[src/rtl/alu_arbiter_if.sv]
// rtl/alu_arbiter_if.sv - requester, shared-ALU and response signal bundle for alu_arbiter
interface alu_arbiter_if;
   logic        req0_valid;
   logic        req0_ready;
   logic [31:0] req0_a;
   logic [31:0] req0_b;
   logic [3:0]  req0_sel;
   logic        req1_valid;
   logic        req1_ready;
   logic [31:0] req1_a;
   logic [31:0] req1_b;
   logic [3:0]  req1_sel;
   logic [31:0] alu_srcA;
   logic [31:0] alu_srcB;
   logic [3:0]  alu_sel;
   logic [31:0] alu_result;
   logic        rsp_valid;
   logic        rsp_ready;
   logic        rsp_id;
   logic [31:0] rsp_result;

   // requesters, shared ALU and response consumer
   modport master (
      output req0_valid, req0_a, req0_b, req0_sel,
      input  req0_ready,
      output req1_valid, req1_a, req1_b, req1_sel,
      input  req1_ready,
      input  alu_srcA, alu_srcB, alu_sel,
      output alu_result,
      input  rsp_valid, rsp_id, rsp_result,
      output rsp_ready
   );

   // the arbiter itself
   modport slave (
      input  req0_valid, req0_a, req0_b, req0_sel,
      output req0_ready,
      input  req1_valid, req1_a, req1_b, req1_sel,
      output req1_ready,
      output alu_srcA, alu_srcB, alu_sel,
      input  alu_result,
      output rsp_valid, rsp_id, rsp_result,
      input  rsp_ready
   );
endinterface

[src/rtl/alu_arbiter.sv]
// rtl/alu_arbiter.sv - two-requester round-robin arbiter in front of a shared combinational ALU; optional stall counters under ALU_ARB_STALL_CNT_EN
module alu_arbiter #(
   parameter int CNT_W = 16
) (
   input  logic             clk,
   input  logic             rst,
   alu_arbiter_if.slave     bus
`ifdef ALU_ARB_STALL_CNT_EN
   ,
   output logic [CNT_W-1:0] stall_cnt0,
   output logic [CNT_W-1:0] stall_cnt1
`endif
);

   if (CNT_W < 4 || CNT_W > 32) begin : g_bad_cnt_w
      $error("alu_arbiter: CNT_W must be within 4..32");
   end

   // operand stage
   logic        op_valid;
   logic [31:0] op_a;
   logic [31:0] op_b;
   logic [3:0]  op_sel;
   logic        op_id;

   // response stage
   logic        rsp_valid_q;
   logic [31:0] rsp_result_q;
   logic        rsp_id_q;

   // 1 means requester 1 was granted most recently, so requester 0 wins the next tie
   logic        last_grant;

   logic        rsp_free;
   logic        op_adv;
   logic        op_accept;
   logic        gnt0;
   logic        gnt1;
   logic        rdy0;
   logic        rdy1;

   // pipeline flow control and grant decision
   always_comb begin
      rsp_free  = !rsp_valid_q || bus.rsp_ready;
      op_adv    = op_valid && rsp_free;
      op_accept = !op_valid || op_adv;
      gnt0      = bus.req0_valid && (!bus.req1_valid || last_grant);
      gnt1      = bus.req1_valid && (!bus.req0_valid || !last_grant);
      rdy0      = gnt0 && op_accept;
      rdy1      = gnt1 && op_accept;
   end

   assign bus.req0_ready = rdy0;
   assign bus.req1_ready = rdy1;
   assign bus.alu_srcA   = op_a;
   assign bus.alu_srcB   = op_b;
   assign bus.alu_sel    = op_sel;
   assign bus.rsp_valid  = rsp_valid_q;
   assign bus.rsp_result = rsp_result_q;
   assign bus.rsp_id     = rsp_id_q;

   // operand stage: load the granted request, or empty out keeping the old operands
   always_ff @(posedge clk or posedge rst) begin
      if (rst) begin
         op_valid <= 1'b0;
         op_a     <= '0;
         op_b     <= '0;
         op_sel   <= '0;
         op_id    <= 1'b0;
      end else if (op_accept) begin
         if (rdy0) begin
            op_valid <= 1'b1;
            op_a     <= bus.req0_a;
            op_b     <= bus.req0_b;
            op_sel   <= bus.req0_sel;
            op_id    <= 1'b0;
         end else if (rdy1) begin
            op_valid <= 1'b1;
            op_a     <= bus.req1_a;
            op_b     <= bus.req1_b;
            op_sel   <= bus.req1_sel;
            op_id    <= 1'b1;
         end else begin
            op_valid <= 1'b0;
         end
      end
   end

   // remember who won the last real handshake
   always_ff @(posedge clk or posedge rst) begin
      if (rst) begin
         last_grant <= 1'b1;
      end else if (rdy0) begin
         last_grant <= 1'b0;
      end else if (rdy1) begin
         last_grant <= 1'b1;
      end
   end

   // response stage: capture the ALU output when the operand stage advances
   always_ff @(posedge clk or posedge rst) begin
      if (rst) begin
         rsp_valid_q  <= 1'b0;
         rsp_result_q <= '0;
         rsp_id_q     <= 1'b0;
      end else if (op_adv) begin
         rsp_valid_q  <= 1'b1;
         rsp_result_q <= bus.alu_result;
         rsp_id_q     <= op_id;
      end else if (bus.rsp_ready) begin
         rsp_valid_q  <= 1'b0;
      end
   end

`ifdef ALU_ARB_STALL_CNT_EN
   // count cycles each requester waits, saturating at all-ones
   always_ff @(posedge clk or posedge rst) begin
      if (rst) begin
         stall_cnt0 <= '0;
         stall_cnt1 <= '0;
      end else begin
         if (bus.req0_valid && !rdy0 && (stall_cnt0 != {CNT_W{1'b1}})) begin
            stall_cnt0 <= stall_cnt0 + 1'b1;
         end
         if (bus.req1_valid && !rdy1 && (stall_cnt1 != {CNT_W{1'b1}})) begin
            stall_cnt1 <= stall_cnt1 + 1'b1;
         end
      end
   end
`endif

endmodule

[src/flat_wrapper.sv]
// flat-port wrapper written by rule: the top's interface ports become plain ports
module alu_arbiter_flat 
#(
   parameter int CNT_W = 16
)
  (clk, rst, bus_req0_valid, bus_req0_a, bus_req0_b, bus_req0_sel, bus_req0_ready, bus_req1_valid, bus_req1_a, bus_req1_b, bus_req1_sel, bus_req1_ready, bus_alu_srcA, bus_alu_srcB, bus_alu_sel, bus_alu_result, bus_rsp_valid, bus_rsp_id, bus_rsp_result, bus_rsp_ready);
  alu_arbiter_if bus_i ();
  input  logic clk;
  input  logic rst;
  input wire logic [$bits(bus_i.req0_valid)-1:0] bus_req0_valid;
  input wire logic [$bits(bus_i.req0_a)-1:0] bus_req0_a;
  input wire logic [$bits(bus_i.req0_b)-1:0] bus_req0_b;
  input wire logic [$bits(bus_i.req0_sel)-1:0] bus_req0_sel;
  output wire logic [$bits(bus_i.req0_ready)-1:0] bus_req0_ready;
  input wire logic [$bits(bus_i.req1_valid)-1:0] bus_req1_valid;
  input wire logic [$bits(bus_i.req1_a)-1:0] bus_req1_a;
  input wire logic [$bits(bus_i.req1_b)-1:0] bus_req1_b;
  input wire logic [$bits(bus_i.req1_sel)-1:0] bus_req1_sel;
  output wire logic [$bits(bus_i.req1_ready)-1:0] bus_req1_ready;
  output wire logic [$bits(bus_i.alu_srcA)-1:0] bus_alu_srcA;
  output wire logic [$bits(bus_i.alu_srcB)-1:0] bus_alu_srcB;
  output wire logic [$bits(bus_i.alu_sel)-1:0] bus_alu_sel;
  input wire logic [$bits(bus_i.alu_result)-1:0] bus_alu_result;
  output wire logic [$bits(bus_i.rsp_valid)-1:0] bus_rsp_valid;
  output wire logic [$bits(bus_i.rsp_id)-1:0] bus_rsp_id;
  output wire logic [$bits(bus_i.rsp_result)-1:0] bus_rsp_result;
  input wire logic [$bits(bus_i.rsp_ready)-1:0] bus_rsp_ready;
  assign bus_i.req0_valid = bus_req0_valid;
  assign bus_i.req0_a = bus_req0_a;
  assign bus_i.req0_b = bus_req0_b;
  assign bus_i.req0_sel = bus_req0_sel;
  assign bus_req0_ready = bus_i.req0_ready;
  assign bus_i.req1_valid = bus_req1_valid;
  assign bus_i.req1_a = bus_req1_a;
  assign bus_i.req1_b = bus_req1_b;
  assign bus_i.req1_sel = bus_req1_sel;
  assign bus_req1_ready = bus_i.req1_ready;
  assign bus_alu_srcA = bus_i.alu_srcA;
  assign bus_alu_srcB = bus_i.alu_srcB;
  assign bus_alu_sel = bus_i.alu_sel;
  assign bus_i.alu_result = bus_alu_result;
  assign bus_rsp_valid = bus_i.rsp_valid;
  assign bus_rsp_id = bus_i.rsp_id;
  assign bus_rsp_result = bus_i.rsp_result;
  assign bus_i.rsp_ready = bus_rsp_ready;
  alu_arbiter #(.CNT_W(CNT_W)) u_core (.clk(clk), .rst(rst), .bus(bus_i));
endmodule
[config.mk]
export PLATFORM = sky130hd
export DESIGN_NAME = alu_arbiter_flat
export DESIGN_NICKNAME = d
export VERILOG_FILES = /design/src/rtl/alu_arbiter_if.sv /design/src/rtl/alu_arbiter.sv /design/src/flat_wrapper.sv
export SDC_FILE = /design/constraint.sdc
export NUM_CORES = 1
export LEC_CHECK = 0
export BUFFER_PORTS_ARGS = -buffer_cell sky130_fd_sc_hd__buf_2
export CORE_AREA = 2 2 107 109
export DETAILED_ROUTE_END_ITERATION = 16
export DIE_AREA = 0 0 109 111
export GPL_ROUTABILITY_DRIVEN = 0
export GPL_TIMING_DRIVEN = 1
export HOLD_SLACK_MARGIN = 0.1
export PLACE_DENSITY = 0.78
export SLEW_MARGIN = 20
export SYNTH_ARGS = -nofsm -noshare
export SYNTH_HDL_FRONTEND = slang
export SYNTH_SLANG_ARGS = --single-unit
export TNS_END_PERCENT = 10
[constraint.sdc]
create_clock -name clk -period 8.8 [get_ports clk]
set_clock_uncertainty 0.1 [all_clocks]
set_input_delay 1.32 -clock clk [delete_from_list [all_inputs] [get_ports clk]]
set_output_delay 1.32 -clock clk [all_outputs]
set_load 0.02 [all_outputs]
# Word-level counts from Yosys, hierarchy flattened
# Index checks and enable logic that the tools add are counted.
[totals] register_bits=105 latchBits=0 ram_bits=0 rom_bits=0 in_bits=173 output_inout_bits=104 elab_cells=38 memories=0
[op_classes] n_addsub=0 n_mul=0 div_mod_pow=0 magnitude_cmp=0 n_eq_ne=0 shift=0 muxes=12 bitwise_logic=0 reduce_logical=17
[ops] cell="32-bit 2-to-1 mux" count=4
[ops] cell="4-bit 2-to-1 mux" count=2
[ops] cell="1-bit 2-to-1 mux" count=6
[ops] cell="1-bit logical AND" count=5
[ops] cell="1-bit zero test" count=5
[ops] cell="1-bit logical OR" count=4
[ops] cell="2-bit nonzero test" count=2
[ops] cell="2-bit AND reduction" count=1

# Depth between registers and ports, before layout
# Gate-level depths: netlist of run 1.
[depth] depth_word=7 ltp_mapped=6 depth_no_buf=3

# Worst setup path before layout of run 1
# No wires, ideal clock.
[synth_timing] path_type="in2out" startpoint="input port bus_req1_valid" endpoint="output port bus_req0_ready" t_arrival_ns=2.232 required_time_ns=7.380 slack_ns=5.148 cell_stages=4 n_path_buf=2 cell_sequence="nor2b_1 > buf_2 > buf_2 > nor3_1"
[synth_via] elab_chain_len=4
[synth_rtl] element="start: declaration" line="flat_wrapper.sv:15" text="input wire logic [$bits(bus_i.req1_valid)-1:0] bus_req1_valid;"
[synth_rtl] element="1-bit zero test" line="alu_arbiter.sv:47" text="gnt0 = bus.req0_valid && (!bus.req1_valid || last_grant);"
[synth_rtl] element="1-bit logical OR" line="alu_arbiter.sv:47"
[synth_rtl] element="1-bit logical AND" line="alu_arbiter.sv:47"
[synth_rtl] element="1-bit logical AND" line="alu_arbiter.sv:49" text="rdy0 = gnt0 && op_accept;"
[synth_rtl] element="end: declaration" line="flat_wrapper.sv:14" text="output wire logic [$bits(bus_i.req0_ready)-1:0] bus_req0_ready;"
# No other way between the ends.

# Worst setup path in the final report of run 1
[layout_timing] startpoint="input port bus_rsp_ready" endpoint="output port bus_req0_ready"
[layout_via] elab_chain_len=4
[layout_rtl] element="start: declaration" line="flat_wrapper.sv:27" text="input wire logic [$bits(bus_i.rsp_ready)-1:0] bus_rsp_ready;"
[layout_rtl] element="1-bit logical OR" line="alu_arbiter.sv:44" text="rsp_free = !rsp_valid_q || bus.rsp_ready;"
[layout_rtl] element="1-bit logical AND" line="alu_arbiter.sv:45" text="op_adv = op_valid && rsp_free;"
[layout_rtl] element="1-bit logical OR" line="alu_arbiter.sv:46" text="op_accept = !op_valid || op_adv;"
[layout_rtl] element="1-bit logical AND" line="alu_arbiter.sv:49"
# No other way between the ends.

==> results.md, run 1 <==
* Fin nets at 759
* Hold Fails Final Rpt at 0
* Initial Util at approximately 41%
* Reg-to-Reg Start: u_core.last_grant
* Clock Tree Buf Depth at 2
* Vias in the first global route at just over 4,000
* PD cells at 232 mW/mm2
* Layout cells sized above 1 at 57.2%
* Horiz. Die Dim at 109 um
* Slew headroom at 39.6%
* CTS tree: done
* First-pass GRT wire length at around 21 mm
* Yosys reg bits at around 110
* Post-DP HPWL at 9.28 mm
* Run status: finished clean
* Die ar. at 0.0121 mm2
* Share of total power in combinational logic at 29.9%
* YS warnings at 0
* Residual DRC at 0
* # setup viols final at 0
* Sink count of the clock tree at 105
* Post-synthesis to final-layout area growth at 37.1%
* Largest net degree at the start of global routing at 74
* Syn_area_per_cell at ~14 um2
* Congestion Overflow GR at 0
* Int Power at 0.000972 W
* Drt wl/cell at 18.1 um
* RSZ-0062 raised after global routing: no
* Std-Cell Rows at 39
* Post-CTS Resized at 0
* Switching share of power at 32.8%
* Final Cycle Share at about two fifths
* Crit path capture: bus_req0_ready
* Crit Path Max Fanout at 3
* Layout fillers at 931
* IO Port Bufs at 276
* Number of library cell types mapped by synthesis at 23
* Internal reg-to-reg setup slack at between 6 and 7 ns
* Max frequency at roughly 290 MHz
* Psw at about 0.00047 W
* DRT Pass-1 Iters at 4
* Post-synthesis cell count at between 300 and 400
* Setup TNS at 0 ns
* CTS hold repair buffers at 0
* Slew at the pin closest to its max-slew limit at approximately 0.91 ns
* Register share of total power at around 42%
* Register area share after synthesis at between 50% and 60%
* Cts bufs inserted at 9
* Clock Latency Late Sink at 0.33 ns
* Leak at 2.89 nW
* Gr usage total at 21.8%
* Total core area at 0.0111 mm2
* Worst Setup End Kind: output port
* Diodes inserted at 0
* CTS HTree Levels at 3
* Class of the most critical setup path: in -> out
* Root Driver: clkbuf_16
* Hold Path Depth at 1
* Max IR drop VDD at ~0.16 mV
* Startpoint Class: input pin
* Syn_nets at 506
* Num ports at between 200 and 300
* Maxcap violations at 0
* Total Routed Length at 13.3 mm
* Max Slew Vio Count at 0
* Dpl ws at 5.30 ns
* Worst r2r path cells at 4
* Routed vias at approximately 4,100
* Cell Area, Synth at 0.00455 mm2
* Reg-to-Reg End: u_core.bus.alu_srcB[13]
* Die height at 111 um
* Antenna Nets Post-Route at 0
* Final Critical Period at 3.50 ns
* Clock power share at 28.1%
* HP Class: reg -> reg
* Avg Vias per Cell at 5.55
* Setup bufs post-CTS at 0
* Arr. time, crit path at 2.08 ns
* Clock transition at the registers of the reported paths at approximately 0.07 ns
* Initial antenna violation count at 1
* CP required at about 7.4 ns
* Worst Setup SP: bus_rsp_ready
* Slack of the critical path at 5.30 ns
* Starting DRT DRC Count at 193
-- layer usage --
metal / GRT usage (%) / part of all wire [%] / up-vias
met1: 25.9 / 39 / 1979
li1: - / - / 1867
met2: 36.5 / 50 / 199
met5: 0 / 0.14 / -
met4: 8.21 / 1.9 / 2
met3: 7.00 / 9.1 / 24
-- cell usage in the layout (no fill, tap or decap), drive strengths merged, types with 2 or more instances in the layout --
cell type and n:
o32ai 68, nand2b 2, clkinv 2, a21oi 2, inv 4, nand2 2, mux2 33, a2bb2oi 67
buf 283, nor2 4, dfrtp 104, clkbuf 10
-- critical path: stages --
cell,delay (ns)
buf_2,0.10
and3b_1,0.23
nor3_1,0.23
buf_2,0.21
-- through the flow --
step	util [%]	total power (W)	hold slack, ns	cell area (um2)	instances
floorplan	-	0.000894	0.359	4550	333
global placement	53.5	0.00104	0.382	5930	718
detailed placement	53.5	0.00105	0.389	5930	718
CTS	56.3	0.00146	0.408	6230	734
global route	56.3	0.00152	0.425	6230	734
finish	56.3	0.00145	0.406	6230	734
-- area by class of cell --
class | count | area [um2] | share of cell area (%)
sequential | 105 | 2630 | 42.2
timing repair buffer | 283 | 1430 | 23.0
inverter | 2 | 10.0 | 0.161
tap | 143 | 179 | 2.87
multi-input combinational | 185 | 1680 | 26.9
clock buffer | 10 | 229 | 3.67
clock inverter | 6 | 75.1 | 1.20
-- how the worst min path moves through the flow --
| stage | from | endpoint | slack (ns) |
|---|---|---|---|
| floorplan | u_core.op_id | u_core.op_id | 0.36 |
| global placement | u_core.bus.rsp_result[18] | u_core.bus.rsp_result[18] | 0.38 |
| detailed placement | u_core.bus.rsp_result[27] | u_core.bus.rsp_result[27] | 0.39 |
| CTS | u_core.bus.rsp_result[14] | u_core.bus.rsp_result[14] | 0.41 |
| global route | u_core.bus.rsp_result[16] | u_core.bus.rsp_result[16] | 0.42 |
| finish | u_core.bus.rsp_result[9] | u_core.bus.rsp_result[9] | 0.41 |
-- cells in the mapped netlist, drive strengths merged --
library cell	instances	area, um2
buf	31	203
dfrtp	104	2600
nand3b	1	7.51
a21oi	2	10.0
nand2	2	7.51
a2bb2oi	67	587
nand2b	2	12.5
dfstp	1	26.3
nor2	4	22.5
o2bb2a	1	20.0
a21bo	1	10.0
nor3	1	5.00
inv	2	7.50
nor2b	1	6.26
mux2	33	372
clkbuf	10	37.5
o32ai	68	596
and3b	1	8.76
a31oi	1	6.26
-- state kept, by name (all words and copies together), names as in the netlist --
| name | count |
|---|---|
| u_core.bus.alu_sel | 4 |
| u_core.op_id | 1 |
| u_core.last_grant | 1 |
| u_core.bus.rsp_result | 32 |
| u_core.bus.alu_srcA | 32 |
| u_core.op_valid | 1 |
| u_core.bus.rsp_id | 1 |
| u_core.bus.alu_srcB | 32 |
| u_core.bus.rsp_valid | 1 |
-- power groups by stage --
stage / clock [W] / combinational (W) / sequential [W]
floorplan: 0 / 0.000179 / 0.000715
global placement: 0 / 0.000425 / 0.000614
detailed placement: 0 / 0.000436 / 0.000616
CTS: 0.000417 / 0.000436 / 0.000609
global route: 0.000440 / 0.000460 / 0.000619
finish: 0.000406 / 0.000432 / 0.000609
-- logic make-up (layout without fill, tap and decap cells) --
| logic type | Yosys count | count (layout) | share of synthesized area (%) |
|---|---|---|---|
| AO/OA/AOI/OAI | 140 | 140 | 27.0 |
| buffers and inverters | 43 | 301 | 5.45 |
| multiplexers | 33 | 33 | 8.17 |
| AND/OR/NAND/NOR | 12 | 12 | 1.54 |
| flip-flops | 105 | 105 | 57.8 |
No activity file was read; power rests on OpenSTA's default activity.
==> run 2: changes to the inputs <==
--- a/config.mk
+++ b/config.mk
@@ -6,13 +6,13 @@
 export NUM_CORES = 1
 export LEC_CHECK = 0
 export BUFFER_PORTS_ARGS = -buffer_cell sky130_fd_sc_hd__buf_2
-export CORE_AREA = 2 2 107 109
+export CORE_AREA = 2 2 106 108
 export DETAILED_ROUTE_END_ITERATION = 16
-export DIE_AREA = 0 0 109 111
+export DIE_AREA = 0 0 108 110
 export GPL_ROUTABILITY_DRIVEN = 0
 export GPL_TIMING_DRIVEN = 1
 export HOLD_SLACK_MARGIN = 0.1
-export PLACE_DENSITY = 0.78
+export PLACE_DENSITY = 0.79
 export SLEW_MARGIN = 20
 export SYNTH_ARGS = -nofsm -noshare
 export SYNTH_HDL_FRONTEND = slang
==> constraint.sdc (replaced) <==
create_clock -name clk -period 3.4 [get_ports clk]
set_clock_uncertainty 0.1 [all_clocks]
set_input_delay 0.51 -clock clk [delete_from_list [all_inputs] [get_ports clk]]
set_output_delay 0.51 -clock clk [all_outputs]
set_load 0.02 [all_outputs]
==> run 2 against run 1 <==
- via count rose by 0.47%
- sequential power rose to 2.6 times the previous value
- utilization rose by 1.4 points
- critical endpoint is now bus_req1_ready
- critical path depth fell by 1
- final cell count rose by 0.14%
- combinational power rose to 2.6 times the previous value
- sequential share of layout area rose by 0.41 points
- hold slack got worse by 0.18 ns
- die area fell by 1.8%
- non-clock buffer count rose by 3
- wire length fell by 0.58%
==> results.md, run 2 (synthesis gave the netlist of run 1 again) <==
* Run status: finished clean
* HP Class: in -> async
* Residual DRC at 0
* Crit Path Max Fanout at 23
* Leak at 2.87 nW
* Max frequency at 436 MHz
* Class of the most critical setup path: reg -> out
* Clock Tree Buf Depth at 2
* Finished Core Util at slightly below 60%
* Int Power at 0.00235 W
* Num ports at 277
* Internal reg-to-reg setup slack at approximately 1.3 ns
* Std-Cell Rows at 38
* Reg-to-Reg End: u_core.bus.alu_srcA[22]
* First-pass GRT wire length at 20.3 mm
* Worst r2r path cells at 3
* Hold Fails Final Rpt at 0
* Final Cycle Share at approximately 67%
* Post-CTS Resized at 0
* Fin area at slightly above 0.006 mm2
* Clock transition at the registers of the reported paths at 0.10 ns
* Slew at the pin closest to its max-slew limit at 1.09 ns
* Max Slew Vio Count at 0
* Layout fillers at 889
* Die height at 110 um
* Avg Vias per Cell at 5.56
* DP Area at 0.00596 mm2
* Layout cells sized above 1 at 57.4%
* Reg-to-Reg Start: u_core.op_valid
* Psw at 0.00117 W
* Total core area at 0.0107 mm2
* Drt wl/cell at roughly 18 um
* Sink count of the clock tree at 105
* Horiz. Die Dim at 108 um
* Commonest non-fill, non-tap cell in the layout: buf_2
* Post-DP HPWL at about 10 mm
* Max IR drop VDD at approximately 0.29 mV
* Die ar. at 0.0119 mm2
* CTS tree: done
* Commonest non-fill, non-tap cells in the layout: buf_2 (276), dfrtp_1 (104), o32ai_1 (68)
* Register share of total power at 44.9%
* IO Port Bufs at 276
* Setup bufs post-CTS at 0
* Post-synthesis to final-layout area growth at 35.8%
* Arr. time, crit path at 1.68 ns
* Cts bufs inserted at 9
* Switching share of power at 33.2%
* Crit path capture: bus_req1_ready
* PD cells at roughly 570 mW/mm2
* Slew headroom at between 20 and 30%
* Starting DRT DRC Count at 237
* Clock power share at about a quarter
* Gr usage total at 21.9%
* RSZ-0062 raised after global routing: no
* Fin nets at 762
* Finished Layout Cells at 735
* DRT Pass-1 Iters at 4
* Initial Util at 42.5%
* Initial antenna violation count at 1
* Startpoint Class: flop
* CP required at 2.79 ns
* Worst Setup End Kind: output port
* CTS HTree Levels at 3
* Congestion Overflow GR at 0
* Worst hold slack at approximately 0.23 ns
* Antenna Nets Post-Route at 0
* CTS hold repair buffers at 0
* Clock Latency Late Sink at 0.36 ns
* Final Critical Period at between 2 and 2.5 ns
* Total Routed Length at between 10 and 15 mm
* Routed vias at 4,090
* Setup TNS at 0 ns
* Root Driver: clkbuf_8
* Worst Setup SP: u_core.last_grant
* # setup viols final at 0
* Maxcap violations at 0
* Largest net degree at the start of global routing at 76
* Vias in the first global route at 4,074
* Post-placement cell count at 718
* Share of total power in combinational logic at 31.7%
## run 2: changes by cell type in the layout (fill, tap and decap cells not counted), sizes merged
cell,delta
buf,+3
inv,-2
bufinv,+1
clkinv,+1
diode,+1
## run 2: power by group through the flow
stage	Sequential, W	Combinational (W)	Clock, W
after floorplan	0.00185	0.000464	0
after global placement	0.00160	0.00110	0
after detailed placement	0.00160	0.00113	0
after CTS	0.00158	0.00113	0.000841
after global routing	0.00161	0.00120	0.000891
final	0.00158	0.00112	0.000820
## run 2: how the worst min path moves through the flow
stage / endpoint / depth (start not counted) / slack [ns] / from
6_report: u_core.bus.rsp_result[6] / 2 / 0.23 / rst
5_1_grt: u_core.last_grant / 2 / 0.25 / bus_req0_valid
3_3_place_gp: u_core.bus.rsp_result[12] / 1 / 0.38 / u_core.bus.rsp_result[12]
4_1_cts: u_core.last_grant / 2 / 0.22 / bus_req0_valid
2_1_floorplan: u_core.op_id / 2 / 0.36 / u_core.op_id
3_5_place_dp: u_core.bus.rsp_result[27] / 1 / 0.39 / u_core.bus.rsp_result[27]
## run 2: cell type report
cell class	count	area, um2	share of cell area [%]
Sequential cell	105	2630	42.6
Multi-Input combinational cell	185	1680	27.2
Timing Repair Buffer	286	1470	23.8
Tap cell	140	175	2.84
Clock buffer	10	128	2.07
Clock inverter	6	82.6	1.34
Inverter	2	10.0	0.162
Antenna cell	1	2.50	0.0405
## run 2: worst max-delay path: stages, from the launching register on
cell     delay [ns]
dfstp_2        0.59
a21bo_2        0.47
nor2_1         0.08
buf_2          0.18
## run 2: layer usage
metal	vias up	wire length (um)	track usage [%]
met3	25	1230	6.88
met4	0	354	9.43
met2	213	6430	36.7
met1	1986	5200	26.3
li1	1866	-	-
met5	-	0	0
## run 2: stage by stage
step	setup slack, ns	total power (W)
after floorplan	0.0311	0.00231
after global placement	1.13	0.00269
after detailed placement	1.05	0.00273
after CTS	1.08	0.00355
after global routing	1.01	0.00370
final	1.11	0.00352
